$ cat src/rtl/pixel_stream_pkg.sv
// Shared state encoding and datapath widths for the pixel stream controller.
package pixel_stream_pkg;

  localparam int ADDR_W = 19;
  localparam int ROW_W  = 10;
  localparam int COL_W  = 11;
  localparam int DLY_W  = 9;

  typedef enum logic [2:0] {
    ST_IDLE   = 3'd0,
    ST_VSYNC  = 3'd1,
    ST_HBLANK = 3'd2,
    ST_ACTIVE = 3'd3,
    ST_DONE   = 3'd4
  } state_t;

endpackage

$ cat src/rtl/blank_counter.sv
// Down-counter for the vertical and horizontal blanking delays.
// A load arms it with the delay length. It counts down while enabled.
// tc flags the last cycle of the delay, and the count returns to zero
// as the owning state is left.
module blank_counter
  import pixel_stream_pkg::*;
(
  input  logic             HCLK,
  input  logic             HRESETn,
  input  logic             clear,
  input  logic             load,
  input  logic             enable,
  input  logic [DLY_W-1:0] load_value,
  output logic             tc
);

  logic [DLY_W-1:0] count;

  // Delay count register; clear wins over load, load wins over counting.
  always_ff @(posedge HCLK) begin
    if (!HRESETn || clear) begin
      count <= '0;
    end else if (load) begin
      count <= load_value;
    end else if (enable && (count != '0)) begin
      count <= count - DLY_W'(1);
    end
  end

  assign tc = enable && (count == DLY_W'(1));

endmodule

$ cat src/rtl/pixel_stream_ctrl.sv
// Frame sequencer for a pixel stream.
// The frame runs VSYNC, then HBLANK and ACTIVE for every line, then a
// single DONE cycle. ACTIVE issues one even/odd pixel pair per unstalled cycle.
module pixel_stream_ctrl
  import pixel_stream_pkg::*;
#(
  parameter int WIDTH          = 768,
  parameter int HEIGHT         = 512,
  parameter int START_UP_DELAY = 100,
  parameter int HSYNC_DELAY    = 160
) (
  input  logic              HCLK,
  input  logic              HRESETn,
  input  logic              start,
  input  logic              abort,
  input  logic              stall,
  output logic              VSYNC,
  output logic              HSYNC,
  output logic [ADDR_W-1:0] rd_addr,
  output logic [ROW_W-1:0]  row,
  output logic [COL_W-1:0]  col,
  output logic              busy,
  output logic              line_done,
  output logic              frame_done
);

  state_t state;
  state_t next_state;

  logic issue;
  logic end_of_line;
  logic last_row;
  logic abort_hit;
  logic vsync_load;
  logic hblank_load;
  logic vsync_tc;
  logic hblank_tc;

  assign abort_hit   = abort && (state != ST_IDLE);
  assign issue       = (state == ST_ACTIVE) && !stall;
  assign end_of_line = (col == COL_W'(WIDTH - 2));
  assign last_row    = (row == ROW_W'(HEIGHT - 1));

  // VSYNC length counter, armed on leaving IDLE.
  blank_counter u_vsync_cnt (
    .HCLK       (HCLK),
    .HRESETn    (HRESETn),
    .clear      (abort_hit),
    .load       (vsync_load),
    .enable     (state == ST_VSYNC),
    .load_value (DLY_W'(START_UP_DELAY)),
    .tc         (vsync_tc)
  );

  // Per-line blanking counter, armed on every entry to HBLANK.
  blank_counter u_hblank_cnt (
    .HCLK       (HCLK),
    .HRESETn    (HRESETn),
    .clear      (abort_hit),
    .load       (hblank_load),
    .enable     (state == ST_HBLANK),
    .load_value (DLY_W'(HSYNC_DELAY)),
    .tc         (hblank_tc)
  );

  // State register.
  always_ff @(posedge HCLK) begin
    if (!HRESETn) begin
      state <= ST_IDLE;
    end else begin
      state <= next_state;
    end
  end

  // Next-state decode and blanking-counter arming; abort overrides everything.
  always_comb begin
    next_state  = state;
    vsync_load  = 1'b0;
    hblank_load = 1'b0;
    if (abort_hit) begin
      next_state = ST_IDLE;
    end else begin
      case (state)
        ST_IDLE: begin
          if (start) begin
            next_state = ST_VSYNC;
            vsync_load = 1'b1;
          end
        end
        ST_VSYNC: begin
          if (vsync_tc) begin
            next_state  = ST_HBLANK;
            hblank_load = 1'b1;
          end
        end
        ST_HBLANK: begin
          if (hblank_tc) begin
            next_state = ST_ACTIVE;
          end
        end
        ST_ACTIVE: begin
          if (issue && end_of_line) begin
            if (last_row) begin
              next_state = ST_DONE;
            end else begin
              next_state  = ST_HBLANK;
              hblank_load = 1'b1;
            end
          end
        end
        ST_DONE: begin
          next_state = ST_IDLE;
        end
        default: begin
          next_state = ST_IDLE;
        end
      endcase
    end
  end

  // Pixel position; rd_addr runs linearly, so after the last pair of a line it already points at the next row.
  always_ff @(posedge HCLK) begin
    if (!HRESETn || abort_hit) begin
      rd_addr <= '0;
      row     <= '0;
      col     <= '0;
    end else if (state == ST_DONE) begin
      rd_addr <= '0;
      row     <= '0;
      col     <= '0;
    end else if (issue) begin
      rd_addr <= rd_addr + ADDR_W'(2);
      if (end_of_line) begin
        col <= '0;
        if (!last_row) begin
          row <= row + ROW_W'(1);
        end
      end else begin
        col <= col + COL_W'(2);
      end
    end
  end

  assign VSYNC      = (state == ST_VSYNC);
  assign HSYNC      = issue;
  assign busy       = (state != ST_IDLE);
  assign line_done  = issue && end_of_line && !abort;
  assign frame_done = (state == ST_DONE) && !abort;

endmodule

$ cat config.mk
export PLATFORM = sky130hd
export DESIGN_NAME = pixel_stream_ctrl
export DESIGN_NICKNAME = d
export VERILOG_FILES = /design/src/rtl/pixel_stream_pkg.sv /design/src/rtl/blank_counter.sv /design/src/rtl/pixel_stream_ctrl.sv
export SDC_FILE = /design/constraint.sdc
export NUM_CORES = 1
export LEC_CHECK = 0
export CAP_MARGIN = 5
export CORE_MARGIN = 4
export CORE_UTILIZATION = 53
export CTS_CLUSTER_SIZE = 16
export DETAILED_ROUTE_END_ITERATION = 10
export PLACE_DENSITY = 0.79
export REMOVE_ABC_BUFFERS = 1
export SLEW_MARGIN = 0
export SYNTH_ARGS = -nofsm -noshare
export SYNTH_HDL_FRONTEND = slang
export SYNTH_HIERARCHICAL = 1
export SYNTH_SLANG_ARGS = --single-unit
$ cat constraint.sdc
create_clock -name HCLK -period 3.24 [get_ports HCLK]
set_input_delay 0.324 -clock HCLK [delete_from_list [all_inputs] [get_ports HCLK]]
set_output_delay 0.324 -clock HCLK [all_outputs]
set_load 0.02 [all_outputs]
==> insert_results.sql <==
INSERT INTO impl_metrics (metric_group, metric, value, unit) VALUES
('status', 'status', 'complete, but fails checks', ''),
('status', 'failed_checks', 'design-rule violations', ''),
('synth', 'ys_seq_area_share', '38.1', '%'),
('synth', 'netlist_cell_types', '47', ''),
('synth', 'ys.warnings.count', '6', ''),
('timing', 'hold_slack', '0.480', 'ns'),
('route', 'routed_wirelength', '6990', 'um'),
('cts', 'htree_num_levels', '3', ''),
('power', 'cellLeakagePower', '1.26', 'nW'),
('synth', 'synth_area', '0.00310', 'mm2'),
('setup_path', 'worstSetupEndpointType', 'output pin', ''),
('synth', 'synthesized_flop_and_latch_total', '59', ''),
('power', 'power.clock.fraction', '39.5', '%'),
('final_layout', 'share_of_layout_cells_above_drive_strength_1', '5.25', '%'),
('power', 'power.switching_fraction', '25.3', '%'),
('final_layout', 'most_common_library_cell_in_the_layout_ignoring_fill_and_taps', 'sky130_fd_sc_hd__dfxtp_1', ''),
('setup_path', 'crit_path_max_fanout', '20', ''),
('global_routing', 'grt_remaining_overflow', '0', ''),
('synth', 'async_reset_ff_share', '0', '%'),
('hold_path', 'hold-path-cell-count', '2', ''),
('timing', 'final.setup.tns', '0', 'ns'),
('cts', 'cts_setup_buffers', '0', ''),
('final_layout', 'final_net_count', '447', ''),
('cts', 'clockRootBuffer', 'sky130_fd_sc_hd__clkbuf_8', ''),
('setup_path', 'timing.critical_path.slowest_cell_delay', '0.62', 'ns'),
('floorplanning', 'die_y', '84.5', 'um'),
('cts', 'tritoncts_clock_tree', 'built', ''),
('route', 'vias', '2932', ''),
('route', 'ant_nets', '0', ''),
('timing', 'timing_hold_violations_final', '0', ''),
('final_layout', 'mostFrequentLayoutCells', 'sky130_fd_sc_hd__dfxtp_1 (59), sky130_fd_sc_hd__clkdlybuf4s50_1 (47), sky130_fd_sc_hd__a21oi_1 (30)', ''),
('floorplanning', 'floorplan.die_area', '0.00714', 'mm2'),
('synth', 'synth_instances', '367', ''),
('hold_path', 'min-delay-path-class', 'reg2reg', ''),
('timing', 'post_route_skew', '0.00579', 'ns'),
('job', 'max-cap-violations', '0', ''),
('power', 'p_int', '1.12', 'mW'),
('timing', 'fmax', '0.355', 'GHz'),
('synth', 'synthesis.area_per_instance', '8.45', 'um2'),
('setup_path', 'worst_setup_path_start_kind', 'register', ''),
('hold_path', 'min_delay_worst_endpoint', 'rd_addr[18]', ''),
('setup_path', 'critPathBufInv', '1', ''),
('synth', 'synth-edff-count', '0', ''),
('global_routing', 'grt_usage', '20.6', '%'),
('setup_path', 'reg2reg_slack', '0.53', 'ns'),
('power', 'power.density_cell_area', '387', 'mW/mm2'),
('timing', 'finalCritPeriodShare', '87.0', '%'),
('floorplanning', 'io_pins', '50', ''),
('route', 'detailedRoute.firstIterationViolations', '139', ''),
('route', 'dr.pass1.iters', '7', ''),
('cts', 'cts.clk_slew.worst_paths', '0.06', 'ns'),
('global_routing', 'grt_pass1_wl', '12100', 'um'),
('global_routing', 'largest_net_degree_at_the_start_of_global_routing', '29', ''),
('power', 'irDropWorstVdd', '0.368', 'mV'),
('floorplanning', 'core', '0.00557', 'mm2'),
('route', 'detail_route.drc_violations', '4', ''),
('setup_path', 'r2r_start', 'col[9]', ''),
('floorplanning', 'num_rows', '27', ''),
('final_layout', 'synthToLayoutAreaGrowth', '24.5', '%'),
('power', 'logic_gate_share_of_total_power', '9.5', '%'),
('setup_path', 'worst_r2r_dst', 'u_hblank_cnt/count[4]', ''),
('power', 'sequential_share_of_power', '51.0', '%'),
('setup_path', 'crit_chain', 'or3b_1 > or4_4 > nor2_1 > clkdlybuf4s50_1', ''),
('cts', 'ctsHoldBuffers', '0', ''),
('hold_path', 'startpoint_of_the_tightest_hold_check_path', 'rd_addr[18]', ''),
('power', 'p_sw', '0.377', 'mW'),
('setup_path', 'standard_cell_with_the_maximum_stage_delay_on_the_critical_path', 'sky130_fd_sc_hd__or4_4', ''),
('cts', 'clkSinkCount', '59', ''),
('timing', 'final-max-slew-violation-count', '0', ''),
('route', 'drt-wirelength-per-cell', '13.7', 'um'),
('setup_path', 'setup.worst_path.class', 'reg2out', '');
==> per-stage QoR <==
step	std cells	setup slack, ns	area (um2)	utilization, %
2_1_floorplan	372	0.729	3100	-
3_3_place_gp	494	0.453	3690	66.1
3_5_place_dp	494	0.353	3690	66.1
4_1_cts	510	0.388	3860	69.2
5_1_grt	510	0.127	3860	69.2
6_report	510	0.421	3860	69.2
==> worst register-to-register path, delay by kind of cell (launching register included) <==
kind,cells,cell delay [ns]
AOI/OAI and AO/OA,3,0.53
buffers and inverters,1,0.31
DFF,1,0.40
and+or+nand+nor,3,1.33
==> worst max path at each step <==
| stage | start | to | slack (ns) | cells past startpoint |
|---|---|---|---|---|
| after global routing | state[0] | u_hblank_cnt/count[3] | 0.13 | 10 |
| after detailed placement | stall | u_hblank_cnt/count[8] | 0.35 | 8 |
| after floorplan | col[9] | u_hblank_cnt/count[3] | 0.73 | 7 |
| after CTS | col[9] | line_done | 0.39 | 4 |
| after global placement | stall | u_hblank_cnt/count[3] | 0.45 | 8 |
| final | col[9] | line_done | 0.42 | 4 |
==> synth_stat cells, types with 2 or more instances <==
library cell / count / area (um2)
sky130_fd_sc_hd__a2111o_1: 2 / 22.5
sky130_fd_sc_hd__and2_1: 4 / 25.0
sky130_fd_sc_hd__or2_2: 2 / 12.5
sky130_fd_sc_hd__dfxtp_1: 59 / 1180
sky130_fd_sc_hd__nor2_1: 27 / 101
sky130_fd_sc_hd__or4_1: 7 / 52.6
sky130_fd_sc_hd__nor4b_1: 4 / 35.0
sky130_fd_sc_hd__nor4b_2: 2 / 30.0
sky130_fd_sc_hd__or3_1: 14 / 87.6
sky130_fd_sc_hd__nor2b_1: 3 / 18.8
sky130_fd_sc_hd__xor2_1: 7 / 61.3
sky130_fd_sc_hd__a31oi_1: 7 / 43.8
sky130_fd_sc_hd__o21a_1: 3 / 22.5
sky130_fd_sc_hd__nor4_1: 14 / 87.6
sky130_fd_sc_hd__a41oi_1: 2 / 17.5
sky130_fd_sc_hd__xnor2_1: 18 / 158
sky130_fd_sc_hd__nand2_1: 20 / 75.1
sky130_fd_sc_hd__a21oi_1: 30 / 150
sky130_fd_sc_hd__nor3_1: 10 / 50.1
sky130_fd_sc_hd__nand2b_1: 6 / 37.5
sky130_fd_sc_hd__or4_4: 3 / 33.8
sky130_fd_sc_hd__and3_1: 3 / 18.8
sky130_fd_sc_hd__mux2i_1: 4 / 40.0
sky130_fd_sc_hd__a211oi_1: 5 / 37.5
sky130_fd_sc_hd__buf_4: 2 / 15.0
sky130_fd_sc_hd__a311o_1: 2 / 20.0
sky130_fd_sc_hd__ha_1: 9 / 113
sky130_fd_sc_hd__nand4_1: 11 / 68.8
sky130_fd_sc_hd__clkbuf_1: 8 / 30.0
sky130_fd_sc_hd__o31ai_1: 9 / 67.6
sky130_fd_sc_hd__nor3b_1: 2 / 15.0
sky130_fd_sc_hd__o21ai_0: 25 / 125
sky130_fd_sc_hd__nand3b_1: 4 / 30.0
sky130_fd_sc_hd__conb_1: 2 / 7.51
sky130_fd_sc_hd__nand3_1: 10 / 50.1
sky130_fd_sc_hd__and4_1: 3 / 26.3
sky130_fd_sc_hd__inv_1: 14 / 52.6
==> cell families (layout without fill, tap and decap cells) <==
family                     count (synthesis)  count (layout)  synth area share (%)
and+or+nand+nor                          152             152                  28.5
AOI/OAI and AO/OA                         89              89                  17.4
DFF                                       59              59                  38.1
buffers and inverters                     27              80                  3.79
xor gates and xnor gates                  25              25                  7.06
adders and majority gates                  9               9                  3.63
muxes                                      4               4                  1.29
other                                      2              20                 0.242
==> power groups by stage <==
stage	logic [mW]	clock network [mW]	registers, mW
6_report	0.142	0.590	0.761
3_5_place_dp	0.141	0	0.777
5_1_grt	0.159	0.636	0.763
2_1_floorplan	0.105	0	0.771
3_3_place_gp	0.136	0	0.776
4_1_cts	0.142	0.606	0.760
==> state kept, by name, summed over array words and instances, names as in the netlist <==
register / count
u_hblank_cnt/count: 9
col: 10
state: 3
u_vsync_cnt/count: 9
row: 10
rd_addr: 18
==> cell type report <==
type | instances | area, um2 | share of cell area (%)
inverters | 14 | 52.6 | 1.36
well taps | 72 | 90.1 | 2.33
multi-input cells | 299 | 1870 | 48.4
clock buffers | 14 | 163 | 4.22
clock inverters | 2 | 10.0 | 0.259
flip-flops and latches | 59 | 1180 | 30.6
repair buffers | 50 | 493 | 12.8
==> per-layer routing <==
layer / GRT usage, % / routed length [um] / up-vias
met5: 0 / 0 / -
met2: 35.5 / 3430 / 76
met1: 24.4 / 3130 / 1374
met3: 6.87 / 359 / 4
li1: - / - / 1478
met4: 5.61 / 68 / 0
(Power assumes the default switching activity.)
